--- src/rtl/rf_commit_ctrl.sv ---
// In-order commit sequencer: retires at most one ROB head entry per cycle into RF / LSB / flush.
// Latency: pop decision is combinational in cycle N; RF write, store request and flush appear at N+1.
// Backpressure: en=0 freezes all state (rf_en_o drops); a store holds the head until en & st_ack_i.
module rf_commit_ctrl #(
  parameter int REG_BIT   = 5,
  parameter int ROB_BIT   = 4,
  parameter int DAT_W     = 32,
  parameter int FLUSH_CYC = 2
) (
  input  logic               clk,
  input  logic               rst,
  input  logic               en,
  input  logic               head_valid_i,
  input  logic               head_ready_i,
  input  logic [ROB_BIT-1:0] head_id_i,
  input  logic [1:0]         head_kind_i,
  input  logic [REG_BIT-1:0] head_rd_i,
  input  logic [DAT_W-1:0]   head_v_i,
  input  logic               head_mispred_i,
  input  logic [DAT_W-1:0]   head_target_i,
  input  logic               st_ack_i,
  output logic               rob_pop_o,
  output logic               rf_en_o,
  output logic [REG_BIT-1:0] rf_rd_o,
  output logic [ROB_BIT-1:0] rf_q_o,
  output logic [DAT_W-1:0]   rf_v_o,
  output logic               st_req_o,
  output logic [ROB_BIT-1:0] st_rob_o,
  output logic               flush_o,
  output logic [DAT_W-1:0]   flush_pc_o,
  output logic [31:0]        retire_cnt_o
);

  // Flush counter holds FLUSH_CYC-1 down to 0; keep at least one bit.
  localparam int CNT_W = (FLUSH_CYC > 1) ? $clog2(FLUSH_CYC) : 1;

  typedef enum logic [1:0] {
    RUN     = 2'd0,
    ST_WAIT = 2'd1,
    FLUSH   = 2'd2
  } state_t;

  localparam logic [1:0] KIND_STORE  = 2'd1;
  localparam logic [1:0] KIND_BRANCH = 2'd2;

  state_t             state, state_nxt;
  logic [CNT_W-1:0]   cnt, cnt_nxt;
  logic               commit;
  logic               is_store;
  logic               is_branch;

  logic               rf_en_nxt;
  logic [REG_BIT-1:0] rf_rd_nxt;
  logic [ROB_BIT-1:0] rf_q_nxt;
  logic [DAT_W-1:0]   rf_v_nxt;
  logic               st_req_nxt;
  logic [ROB_BIT-1:0] st_rob_nxt;
  logic               flush_nxt;
  logic [DAT_W-1:0]   flush_pc_nxt;
  logic [31:0]        retire_nxt;

  // Reserved kind 3 falls through as a plain register write.
  assign commit    = en & head_valid_i & head_ready_i;
  assign is_store  = (head_kind_i == KIND_STORE);
  assign is_branch = (head_kind_i == KIND_BRANCH);

  // Next-state, combinational pop and next values of every registered output.
  always_comb begin
    state_nxt    = state;
    cnt_nxt      = cnt;
    rob_pop_o    = 1'b0;
    rf_en_nxt    = 1'b0;
    rf_rd_nxt    = rf_rd_o;
    rf_q_nxt     = rf_q_o;
    rf_v_nxt     = rf_v_o;
    st_req_nxt   = st_req_o;
    st_rob_nxt   = st_rob_o;
    flush_nxt    = flush_o;
    flush_pc_nxt = flush_pc_o;
    retire_nxt   = retire_cnt_o;

    if (en) begin
      case (state)
        RUN: begin
          if (commit) begin
            if (is_store) begin
              // Store waits for the LSB; the head stays put until acked.
              st_req_nxt = 1'b1;
              st_rob_nxt = head_id_i;
              state_nxt  = ST_WAIT;
            end else begin
              rob_pop_o  = 1'b1;
              rf_en_nxt  = (head_rd_i != '0);
              rf_rd_nxt  = head_rd_i;
              rf_q_nxt   = head_id_i;
              rf_v_nxt   = head_v_i;
              retire_nxt = retire_cnt_o + 32'd1;
              if (is_branch && head_mispred_i) begin
                flush_nxt    = 1'b1;
                flush_pc_nxt = head_target_i;
                cnt_nxt      = CNT_W'(FLUSH_CYC - 1);
                state_nxt    = FLUSH;
              end
            end
          end
        end

        ST_WAIT: begin
          if (st_ack_i) begin
            rob_pop_o  = 1'b1;
            st_req_nxt = 1'b0;
            retire_nxt = retire_cnt_o + 32'd1;
            state_nxt  = RUN;
          end
        end

        FLUSH: begin
          if (cnt == '0) begin
            flush_nxt = 1'b0;
            state_nxt = RUN;
          end else begin
            cnt_nxt = cnt - 1'b1;
          end
        end

        default: begin
          state_nxt = RUN;
        end
      endcase
    end

    // Reset wins: nothing leaves the ROB while it is held.
    if (rst) begin
      rob_pop_o = 1'b0;
    end
  end

  // State register and registered outputs, synchronous reset.
  always_ff @(posedge clk) begin
    if (rst) begin
      state        <= RUN;
      cnt          <= '0;
      rf_en_o      <= 1'b0;
      rf_rd_o      <= '0;
      rf_q_o       <= '0;
      rf_v_o       <= '0;
      st_req_o     <= 1'b0;
      st_rob_o     <= '0;
      flush_o      <= 1'b0;
      flush_pc_o   <= '0;
      retire_cnt_o <= '0;
    end else begin
      state        <= state_nxt;
      cnt          <= cnt_nxt;
      rf_en_o      <= rf_en_nxt;
      rf_rd_o      <= rf_rd_nxt;
      rf_q_o       <= rf_q_nxt;
      rf_v_o       <= rf_v_nxt;
      st_req_o     <= st_req_nxt;
      st_rob_o     <= st_rob_nxt;
      flush_o      <= flush_nxt;
      flush_pc_o   <= flush_pc_nxt;
      retire_cnt_o <= retire_nxt;
    end
  end

  // A pop must never happen while stalled or in reset.
  pop_gated: assert property (@(posedge clk) rob_pop_o |-> (en && !rst));

  // A pending store and a flush are mutually exclusive phases.
  st_flush_excl: assert property (@(posedge clk) !(st_req_o && flush_o));

endmodule

--- config.mk ---
export PLATFORM = sky130hd
export DESIGN_NAME = rf_commit_ctrl
export DESIGN_NICKNAME = d
export VERILOG_FILES = /design/src/rtl/rf_commit_ctrl.sv
export SDC_FILE = /design/constraint.sdc
export NUM_CORES = 1
export LEC_CHECK = 0
export CAP_MARGIN = 20
export CORE_MARGIN = 3
export CORE_UTILIZATION = 39
export DETAILED_ROUTE_END_ITERATION = 6
export PLACE_DENSITY = 0.71
export SLEW_MARGIN = 20
export SYNTH_ARGS = -nofsm -noshare
export SYNTH_HDL_FRONTEND = slang
export SYNTH_SLANG_ARGS = --single-unit
export TNS_END_PERCENT = 100
--- constraint.sdc ---
create_clock -name clk -period 2.4 [get_ports clk]
set_input_delay 0.24 -clock clk [delete_from_list [all_inputs] [get_ports clk]]
set_output_delay 0.24 -clock clk [all_outputs]
set_load 0.02 [all_outputs]
# == After elaboration in Yosys (flattened, before gate mapping) ==
# Cells that the tools add are included.
# totals
ff_bits,115
latchBits,0
romBits,0
mem_bits_rw,0
mem_count,0
# classes
n_eq_ne,11
n_addsub,2
bitwise_logic,6
multipliers,0
mux,27
n_lt_le_gt_ge,0
div_mod_pow,0
shifts,0
reduce_logical,14
# ops
operator,n
$mux 32,3
$pmux 32 s2,1
$add 32x1->32 const B,1
$reduce_and 5->1,5
$mux 1,13
$ne 2x2->1 const B,6
$mux 2,5
$pmux 1 s2,4
$reduce_and 4->1,2
$pmux 2 s3,1
$reduce_and 6->1,1
$reduce_bool 5->1,1
$reduce_or 5->1,1
$eq 2x1->1 const B,2
$eq 2x2->1 const B,2
$not 1->1,4
$reduce_bool 2->1,2
$ne 3x3->1 const B,1
$and 1x1->1,2
$logic_not 2->1,1
$logic_and 1x1->1,1
$sub 1x1->1 const B,1

# == Logic depth before layout (Yosys ltp) ==
# logic_depth
word_depth,6
ltp_mapped,8

# == Worst setup path after synthesis ==
# OpenSTA, ideal clock, no wires.
# synth_timing
path_type,flip-flop to flip-flop
from,register retire_cnt_o[0]
to,register retire_cnt_o[16]
period_less_slack_ns,1.927
stages_incl_launch_ff,7
setup_slack_ns,0.473
arrival_time_ns,1.800
setup_time_ns,0.128
n_path_buf,0
path_cell_list,dfxtp_1 -> ha_1 -> nand4_1 -> nor4_1 -> nand4_1 -> xor2_1 -> nor2_1
# synth_via
elab_chain_len,4
# synth_lines
element,line,rtl
"start, declared",31,output logic [31:0] retire_cnt_o
"start signal, assigned",163,retire_cnt_o <= retire_nxt;
$add 32x1->32 (*),"97, 112",
$mux 32,86,if (is_store) begin
$mux 32,85,if (commit) begin
$pmux 32 s2 (*),83,case (state)
# Every way passes the cells marked *; elsewhere a longest branch is shown, timed or not. The select of a mux whose other input is x is not followed.
# A chain may end at the register's enable or synchronous reset.

# == Worst setup path in the final report ==
# layout_timing
from,register state[0]
to,output rob_pop_o
# layout_via
elab_chain_len,4
# layout_lines
element,line,rtl
"start, declared",46,"state_t state, state_nxt;"
"start signal, assigned",153,state <= state_nxt;
$eq 2x1->1 / $logic_not 2->1 (equally long branches),83,
$pmux 1 s2 (*),83,
$mux 1 (*),82,if (en) begin
$mux 1 (*),133,if (rst) begin
"end, declared",22,"output logic rob_pop_o,"
# Every way passes the cells marked *; elsewhere a longest branch is shown, timed or not.

==> results.md <==
* Status: complete, no violations
* Final instance area at around 7300 um2
* Drt initial violations at about 270
* Fraction of registers with async set or reset after synthesis at 0%
* Hold WC Path Type: input port to register
* Ant. Diodes at 0
* Mapped Area at approximately 4600 um2
* Antenna violations before repair at 0
* YS warnings at 0
* Drt wl/cell at around 15 um
* Via count at 4,364
* Max frequency at about 0.47 GHz
* Clk_lat worst skew at slightly above 0.4 ns
* Unrepaired setup endpoints after global routing: no
* GPL Wtd Cong at 0.826
* Layout cells sized above 1 at under 10%
* Setup TNS at 0 ns
* Footprint of the multi-input gates at about 2100 um2
* Nets at roughly 800
* Register area at 2300 um2
* Post-detail-place hpwl at 9660 um
* Worst Path Buf+Inv at 1
* Area delta synth->final at 58.0%
* Post-route ant nets at 0
* # hold bufs at CTS at 0
* Total GRT Usage at around a fifth
* Worst-path maximum fanout at 5
* Top FF cell, synth: dfxtp_1
* Crit-path cells: or2_4 -> o31a_1 -> nor3_1 -> dlygate4sd2_1
* Vias per Instance at ~5.0
* Crit path max-delay family: simple AND/OR/NAND/NOR gates
* Initial Utilization at a little over 40%
* Worst Setup Start Kind: register
* Commonest cells after routing, fill and taps aside: clkdlybuf4s50_1, dfxtp_1, nand2_1, nor2_1, a21oi_1
* Clock Sinks at ~120
* Critical Path RT at roughly 2.2 ns
* Site Rows at 38
* Period minus WS final at around 2.1 ns
* Syn avg cell area at about 8.7 um2
* Cells after Synth at around 530
* WP data arrival at between 1.5 and 2 ns
* H-Tree Depth at 4
* Clock Skew at 0.00637 ns
* Post-CTS setup buffers at 0
* Endpoints failing hold at 0
* Synth Register Bits at 115
* Mapped Nets at about 600
* Total Wirelength at ~13,000 um
* Clk slew on worst S/H paths at around 0.050 ns
* Sequential share of the synthesized area at 50.1%
* Slowest cell on the critical path: dlygate4sd2_1
* Cell Area, Placed at roughly 6700 um2
* Biggest cell delay along the critical path at roughly 0.38 ns
* Max clock buf depth at 2
* Slew Limit Fails at 0
* Largest net degree at the start of global routing at 62
* Leakage at about 2.5 nW
* Die Y at roughly 110 um
* # IOs at slightly below 200
* Slew Limit Headroom at between 50 and 60%
* Max-cap violations at 0
* Post-synth EDFFs at 0
* GR Overflow Total at 0
* Vias in the first global route at around 4,500
* CTS resizes at 1
* CTS tree: yes
* Final Power at roughly 0.0048 W
* Final-report setup violation count at 0
* Die width at ~110 um
* Pwr dens at 656 nW/um2
* Setup CP Type: register to output port
* Area of the core at 11,200 um2
* CTS root buf: clkbuf_16
* Die ar. at ~13,000 um2
* Period utilization at around nine tenths
* Global-route wire length before repair at ~22,000 um
* I/O Buffers at 194
* Fillcell total at ~960
* Peak supply drop at 0.669 mV
* First-pass DRT Iterations at 4
* Most common cell after layout, fill and taps aside: clkdlybuf4s50_1
* Netlist cell types at 39
* Worst Tran Pin Value at just over 0.6 ns
* Num CTS Buffers at 17
* Post-route DRC at 0
* CP endpoint kind: output port
-- cell families (layout without fill, tap and decap cells) --
kind of cell | after synthesis | after routing | synth area share [%]
AOI/OAI and AO/OA | 66 | 66 | 7.74
xor gates and xnor gates | 26 | 26 | 4.96
adders and majority gates | 1 | 1 | 0.272
and+or+nand+nor | 244 | 244 | 24.8
buffers and inverters | 40 | 247 | 4.85
DFF | 115 | 115 | 50.1
muxes | 33 | 33 | 7.22
-- cell usage after synthesis (4+ instances only) --
master,number,area [um2]
nand3_1,13,65.1
xor2_1,16,140
inv_1,6,22.5
clkbuf_1,24,90.1
xnor2_1,10,87.6
nor3_1,7,35.0
nor4_1,4,25.0
nand2_1,104,390
nor2b_1,5,31.3
o21ai_0,6,30.0
and4_1,6,52.6
dfxtp_1,115,2300
a21oi_1,54,270
mux2i_1,32,320
nand4_1,20,125
buf_2,4,20.0
nor2_1,68,255
-- metal layers --
metal  part of all wire (%)  up-vias  GRT usage, %
li1                       -     2166             -
met1                     40     2055          22.9
met2                     50      131          35.5
met3                    9.2       12          10.2
met4                   0.96        0          6.49
met5                      0        -             0
-- final timing paths --
path | slack (ns) | from | endpoint | cells after the start
worst min-delay path | 0.15 | rst | rf_v_o[17] | 2
worst max register to register | 0.32 | state[0] | flush_pc_o[4] | 7
worst max-delay path | 0.26 | state[0] | rob_pop_o | 4
worst min register to register | 0.45 | rf_v_o[30] | rf_v_o[30] | 2
-- where the power goes --
group          leakage [nW]  switching, W  internal, W
logic                  1.29      0.000159     0.000199
clock network         0.288      0.000805      0.00164
registers             0.929     0.0000149      0.00194
total                  2.50      0.000979      0.00378
-- per-stage QoR --
stage	worst slack (ns)	utilization, %	instances	hold WS, ns
after floorplan	0.473	-	525	0.358
after global routing	0.166	64.9	872	0.164
after CTS	0.244	64.9	872	0.135
after detailed placement	0.0605	59.8	843	0.448
final	0.256	64.9	872	0.149
after global placement	0.0741	59.8	843	0.442
-- flip-flops by register name (all words and copies together) (netlist names) --
signal	count
rf_rd_o	5
rf_q_o	4
retire_cnt_o	32
rf_v_o	32
rf_en_o	1
flush_o	1
flush_pc_o	32
state	2
st_req_o	1
st_rob_o	4
cnt	1
-- area by class of cell --
type                       count  share of cell area (%)
clock buffer                  24                    6.91
clock inverter                 5                    1.03
inverter                       6                   0.310
multi-input combinational    370                    28.7
sequential                   115                    31.7
tap                          140                    2.41
timing repair buffer         212                    28.9
(Power assumes the default switching activity.)
